## src/rtl/mem_bank_pipelined.sv

```systemverilog
// Parametrised single-port memory bank: byte-enable writes, RD_LAT-cycle read pipeline,
// post-reset zero-fill, and out-of-range request flagging.
module mem_bank_pipelined #(
   parameter int DATA_W  = 32,
   parameter int DEPTH   = 16,
   parameter int ADDR_W  = 4,
   parameter int RD_LAT  = 1,
   parameter int INIT_EN = 1
) (
   input  logic                  i_clk,
   input  logic                  i_rst,
   input  logic                  i_EN,
   input  logic                  i_WE,
   input  logic [DATA_W/8-1:0]   i_byte_en,
   input  logic [ADDR_W-1:0]     i_address,
   input  logic [DATA_W-1:0]     i_data_in,
   output logic [DATA_W-1:0]     o_data_out,
   output logic                  o_valid,
   output logic                  o_ready,
   output logic                  o_addr_err,
   output logic                  o_dbg_state
);

   localparam int NB     = DATA_W / 8;
   localparam int IDX_W  = (DEPTH > 1) ? $clog2(DEPTH) : 1;
   localparam int PIPE_N = (RD_LAT > 1) ? RD_LAT - 1 : 1;
   localparam logic [ADDR_W:0]  DEPTH_A  = (ADDR_W + 1)'(DEPTH);
   localparam logic [IDX_W-1:0] LAST_IDX = IDX_W'(DEPTH - 1);

   typedef enum logic {S_INIT = 1'b0, S_READY = 1'b1} state_t;

   state_t            state_q, state_d;
   logic [IDX_W-1:0]  cnt_q, cnt_d;
   logic              fill_we;
   logic              ready_q;

   logic [DATA_W-1:0] mem [DEPTH];
   logic [IDX_W-1:0]  idx;
   logic              in_range, req, rd_req, wr_req, wr_oor;
   logic [DATA_W-1:0] rd_data;
   logic              fin_v, fin_e;
   logic [DATA_W-1:0] fin_d;

   // Handshake: i_EN marks a one-cycle request; it is taken only while o_ready=1 and
   // is silently dropped otherwise. o_valid/o_addr_err are single-cycle pulses, no backpressure.
   assign idx      = i_address[IDX_W-1:0];
   assign in_range = ({1'b0, i_address} < DEPTH_A);
   assign req      = i_EN & ready_q;
   assign rd_req   = req & ~i_WE;
   assign wr_req   = req & i_WE & in_range;
   assign wr_oor   = req & i_WE & ~in_range;
   assign rd_data  = in_range ? mem[idx] : '0;

   always_ff @(posedge i_clk) begin
      if (i_rst) begin
         state_q <= (INIT_EN != 0) ? S_INIT : S_READY;
         cnt_q   <= '0;
         ready_q <= 1'b0;
      end else begin
         state_q <= state_d;
         cnt_q   <= cnt_d;
         ready_q <= (state_d == S_READY);
      end
   end

   always_comb begin
      state_d = state_q;
      cnt_d   = cnt_q;
      fill_we = 1'b0;
      case (state_q)
         S_INIT: begin
            fill_we = 1'b1;
            cnt_d   = cnt_q + 1'b1;
            if (cnt_q == LAST_IDX) state_d = S_READY;
         end
         default: ;
      endcase
   end

   // Fill and user writes never overlap: requests are gated off until the fill finishes.
   always_ff @(posedge i_clk) begin
      if (!i_rst) begin
         if (fill_we) begin
            mem[cnt_q] <= '0;
         end else if (wr_req) begin
            for (int b = 0; b < NB; b++) begin
               if (i_byte_en[b]) mem[idx][8*b +: 8] <= i_data_in[8*b +: 8];
            end
         end
      end
   end

   generate
      if (RD_LAT == 1) begin : g_lat1
         assign fin_v = rd_req;
         assign fin_e = rd_req & ~in_range;
         assign fin_d = rd_data;
      end else begin : g_pipe
         logic [PIPE_N-1:0] v_q, e_q;
         logic [DATA_W-1:0] d_q [PIPE_N];

         always_ff @(posedge i_clk) begin
            if (i_rst) begin
               v_q <= '0;
               e_q <= '0;
            end else begin
               v_q[0] <= rd_req;
               e_q[0] <= rd_req & ~in_range;
               for (int s = 1; s < PIPE_N; s++) begin
                  v_q[s] <= v_q[s-1];
                  e_q[s] <= e_q[s-1];
               end
            end
            d_q[0] <= rd_data;
            for (int s = 1; s < PIPE_N; s++) d_q[s] <= d_q[s-1];
         end

         assign fin_v = v_q[PIPE_N-1];
         assign fin_e = e_q[PIPE_N-1];
         assign fin_d = d_q[PIPE_N-1];
      end
   endgenerate

   // Output stage: the last pipeline slot lands here, so total read latency is RD_LAT.
   always_ff @(posedge i_clk) begin
      if (i_rst) begin
         o_valid    <= 1'b0;
         o_addr_err <= 1'b0;
         o_data_out <= '0;
      end else begin
         o_valid    <= fin_v;
         o_addr_err <= (fin_v & fin_e) | wr_oor;
         if (fin_v) o_data_out <= fin_d;
      end
   end

   assign o_ready     = ready_q;
   assign o_dbg_state = (state_q == S_READY);

endmodule

```

## config.mk

```make
export PLATFORM = sky130hd
export DESIGN_NAME = mem_bank_pipelined
export DESIGN_NICKNAME = d
export VERILOG_FILES = /design/src/rtl/mem_bank_pipelined.sv
export SDC_FILE = /design/constraint.sdc
export NUM_CORES = 1
export LEC_CHECK = 0
export ABC_AREA = 1
export BUFFER_PORTS_ARGS = -buffer_cell sky130_fd_sc_hd__buf_2
export CAP_MARGIN = 20
export CORE_ASPECT_RATIO = 0.75
export CORE_MARGIN = 1
export CORE_UTILIZATION = 55
export CTS_BUF_LIST = sky130_fd_sc_hd__clkbuf_4 sky130_fd_sc_hd__clkbuf_8 sky130_fd_sc_hd__clkbuf_16
export CTS_CLUSTER_SIZE = 30
export DETAILED_ROUTE_END_ITERATION = 16
export MAX_ROUTING_LAYER = met4
export PLACE_DENSITY = 0.72
export SYNTH_ARGS = -nofsm -noshare
export SYNTH_HDL_FRONTEND = slang
export SYNTH_SLANG_ARGS = --single-unit
```

## constraint.sdc

```tcl
create_clock -name i_clk -period 4.1 [get_ports i_clk]
set_input_delay 0.82 -clock i_clk [delete_from_list [all_inputs] [get_ports i_clk]]
set_output_delay 0.82 -clock i_clk [all_outputs]
set_load 0.02 [all_outputs]
```

Word level (Yosys, flattened, before mapping)
Memory sizes are Yosys's and may differ from the RTL's. A register that Yosys moved wholly into a read port is not among the register bits. Index checks and enable logic that the tools add are counted.

Bits in registers: 6. Bits in latches: 0. RAM bits: 512. Bits in read-only memories: 0. Bits of input ports: 44. Word-level logic and storage cells: 39. Memories kept: 1.

Add/subtract/negate cells: 1. $mul: 0. Div/mod/pow operators: 0. Order comparisons: 0. Equality and inequality tests: 1. Shift operators: 0. Muxes and demuxes: 28. Bitwise logic cells: 4. Reductions and logical operators: 1.

Memories: mem (words 16, bits a word 32, rd ports 1, clocked after Yosys merged registers in 1, write ports 1, line 37) `logic [DATA_W-1:0] mem [DEPTH];`.

Operators with widths (count): 32-bit 2-to-1 mux (1); 32-bit OR reduction (1); 1-bit 2-to-1 mux (25); 4-bit 2-to-1 mux (2); 4-bit by 1-bit adder with 4-bit output, second input constant (1); 4-bit == test, second input constant (1); 1-bit bitwise AND (3); 1-bit inverter (1).

Logic depth before layout (Yosys ltp)
Depth after elaboration: 8. Depth in mapped cells: 13. Gate-level depth less buffers: 9.

Worst setup path before layout
Ideal clock, no wire load.

Path type: input to register. Start: in i_address[0]. End: mem mem[11][0], enable pin. Setup time: 0.370 ns. Data arrival time: 2.236 ns. Slack: 1.493 ns. Stages: 10. Path through: buf_2 -> inv_2 -> buf_4 -> buf_4 -> buf_2 -> nand2_1 -> nand2_2 -> nor2_4 -> nand2_2 -> nor2_1.

Longest elaborated chain between the ends: 1.

Ends and longest elaborated chain: start, declared (line 15) `input logic [ADDR_W-1:0] i_address,`; 4-bit 2-to-1 mux (no source line); end, declared (line 37).

Every way passes these cells.

Worst setup path after layout
Start: in i_rst. End: mem mem[7][17], enable pin.

Longest elaborated chain between the ends: 4.

Ends and longest elaborated chain: start, declared (line 11) `input logic i_rst,`; 1-bit 2-to-1 mux (line 82) `if (!i_rst) begin`; 1-bit 2-to-1 mux (not written as such) (line 87) `if (i_byte_en[b]) mem[idx][8*b +: 8] <= i_data_in[8*b +: 8];`; 32-bit OR reduction (no source line); 4-bit 2-to-1 mux (no source line).

Several ways; a longest one is shown, not always the timed one.

==> flow_summary.toml <==
[sta]
fin_skew_ns = 0.0108
slew_violations = 0
setup_tns_ns = 0
worst_pin_slew_ns = 1.00
max_freq_ghz = 0.332
fin_crit_sh_pct = 73.6
timing.final.ws_setup_ns = 1.08
setup_violations = 0
final_hold_viol_count = 0
relSlewSlack_pct = 33.1
rsz0062_at_grt = "no"
period_needed_ns = 3.02

[cts]
cts-resized-gates = 0
cts_hold_buf = 0
cts_root_buf = "clkbuf_16"
numClockSinks = 550
insertion_delay_ns = 0.58
cts_buffer_depth = 3
clk_pin_slew_ns = 0.07
h-tree-depth = 2
cts_setup_buffers = 0
cts_inserted_buffers = 51
tritoncts = "built"

[die]
initial_core_util_pct = 55.8
dieArea_sq_um = 42200
ios = 80
die_h_um = 178
core_area_sq_um = 40800
die_w_um = 237
std_cell_rows = 64

[critical_path]
cp-start-kind = "input port"
slowest_delay_ns = 0.61
critPathKind = "in2reg"
cp.required_ns = 4.31
cp_max_fo = 20
cp_cell_sequence = "buf_2 > nor2_1 > o21ai_2 > nand2_4 > nand2_1 > nand2_1 > nor2_4 > nand2_2 > nor2_1"
critical_path_arrival_ns = 3.22
critPathBufInv = 1
critPathSlowestCell = "nor2_1"
end_kind = "flop"
crit_family = "simple AND/OR/NAND/NOR gates"

[yosys]
ys_ff_latch = 550
yosysWarnings = 0
synth_area_sq_um = 22800
seq_area_frac_synth_pct = 70.9
synth_nets = 2094
synthCells = 2049
yosys.cell_types.count = 25
syn_avg_cell_area_sq_um = 11.1

[routing]
routed_wl_mm = 56.2
drt-initial-drc-count = 2036
drc = 0
vias = 15441
wl_per_cell_um = 21.0
routed_via_density = 5.77
dr.pass1.iters = 6
antenna_left = 0

[finish]
layout_common_cells = "edfxtp_1, nor2_1, nand2_1"
num_antenna_cells = 0
fin_area_sq_um = 25400
nNetsFinal = 2153
drive_above_1_share_pct = 12.0
synthToLayoutAreaGrowth_pct = 11.6
num-fill-cells = 3145
mostFrequentLayoutCell = "edfxtp_1"

[pwr]
cellInternalPower_mw = 9.00
swShare_pct = 21.3
comb_power_share_pct = 5.2
seqPwrFrac_pct = 53.6
power.density_nw_per_um2 = 450
p_sw_mw = 2.43
vdd_drop_max_uv = 290
p_leak_nw = 10.0
clkPwrFrac_pct = 41.2

[global_routing]
grt_start_max_net_pins = 133
overflow = 0
globalRouteTotalUtil_pct = 28.1
grt_pass1_wl_mm = 85.5
antenna_found_initial = 0
grt_pass1_vias = 14815

[job]
drv_cap = 0

[worst_hold_path]
worstHoldPathType = "in2reg"

[place]
gp_congestion = 0.885
placed_cell_area_sq_um = 23700
port_buffers = 78
hpwl_mm = 34.1
pre_cts_slack_ns = 0.556

[outcome]
status = "finished, final reports clean"
-- kinds of logic (layout without fill, tap and decap cells) --
group,count (synthesis),after routing,synth area share (%)
other cells,1,1,0.0165
simple gates,989,989,18.2
flops,550,550,70.9
buf+inv,268,368,4.79
fa+ha+maj,1,1,0.0550
compound gates,240,240,6.03
-- routing by layer --
| metal | track usage [%] | vias up | part of all wire [%] |
|---|---|---|---|
| met5 | - | - | 0 |
| met4 | 7.77 | 0 | 2.4 |
| met3 | 5.35 | 96 | 10 |
| met2 | 41.8 | 787 | 45 |
| met1 | 39.8 | 7434 | 42 |
| li1 | - | 7124 | - |
-- worst register-to-register path: cells and delay by family, from the launching register on --
family	cells	cell delay [ns]
compound gates	1	0.22
simple gates	7	1.79
buf+inv	1	0.18
flops	1	0.32
-- power groups by stage --
| stage | Clock, mW | Combinational [mW] | Sequential (mW) |
|---|---|---|---|
| after floorplan | 0 | 0.414 | 6.24 |
| after global placement | 0 | 0.576 | 6.25 |
| after detailed placement | 0 | 0.588 | 6.25 |
| after CTS | 4.75 | 0.592 | 6.13 |
| after global routing | 4.95 | 0.658 | 6.13 |
| final | 4.71 | 0.599 | 6.13 |
-- final timing paths --
path                         start              endpoint  slack, ns  depth (start not counted)
max reg2reg     o_ready$_SDFF_PP0_  mem[7][17]$_DFFE_PP_       1.24                          9
min                           i_WE    o_valid$_SDFF_PP0_       0.46                          2
max                          i_rst  mem[7][17]$_DFFE_PP_       1.08                          9
min reg2reg  cnt_q[3]$_SDFFE_PP0N_    o_ready$_SDFF_PP0_       0.52                          2
-- synth_stat cells --
master	instances	share of area, %
o21ai_0	166	3.7
nand2_2	20	0.55
clkbuf_1	59	0.97
ha_1	1	0.055
buf_2	49	1.1
buf_4	6	0.20
dfxtp_1	38	3.3
nand2_1	236	3.9
nand4_1	1	0.028
nand3_1	232	5.1
nand3b_1	1	0.033
buf_1	11	0.18
inv_1	141	2.3
conb_1	1	0.016
o211ai_1	62	2.0
nor2_4	9	0.45
o21ai_4	1	0.072
a21oi_1	10	0.22
o21ai_2	1	0.039
inv_2	2	0.033
nand2_4	1	0.049
nor2_1	487	8.0
nor2_2	1	0.028
nor3_1	1	0.022
edfxtp_1	512	68
-- cell type report --
| cell class | instances | area [sq um] | area share [%] |
|---|---|---|---|
| clock inverter | 16 | 138 | 0.542 |
| tap | 528 | 661 | 2.60 |
| clock buffer | 78 | 1540 | 6.06 |
| inverter | 143 | 544 | 2.14 |
| sequential | 550 | 16100 | 63.6 |
| timing repair buffer | 131 | 836 | 3.29 |
| multi-input combinational | 1231 | 5530 | 21.8 |
-- flip-flops by register name (all words and copies together) (netlist names) --
register	count
mem	512
o_ready	1
o_data_out	32
o_valid	1
cnt_q	4
-- per-stage QoR --
stage / util, % / instances / total power [mW] / hold WS [ns]
final: 62.3 / 2677 / 11.4 / 0.460
after global routing: 62.3 / 2677 / 11.7 / 0.476
after CTS: 62.3 / 2677 / 11.5 / 0.444
after detailed placement: 58.2 / 2583 / 6.84 / 0.500
after global placement: 58.2 / 2583 / 6.82 / 0.500
after floorplan: - / 2049 / 6.66 / 0.457
Note: power is estimated with default switching activity, not from simulation.
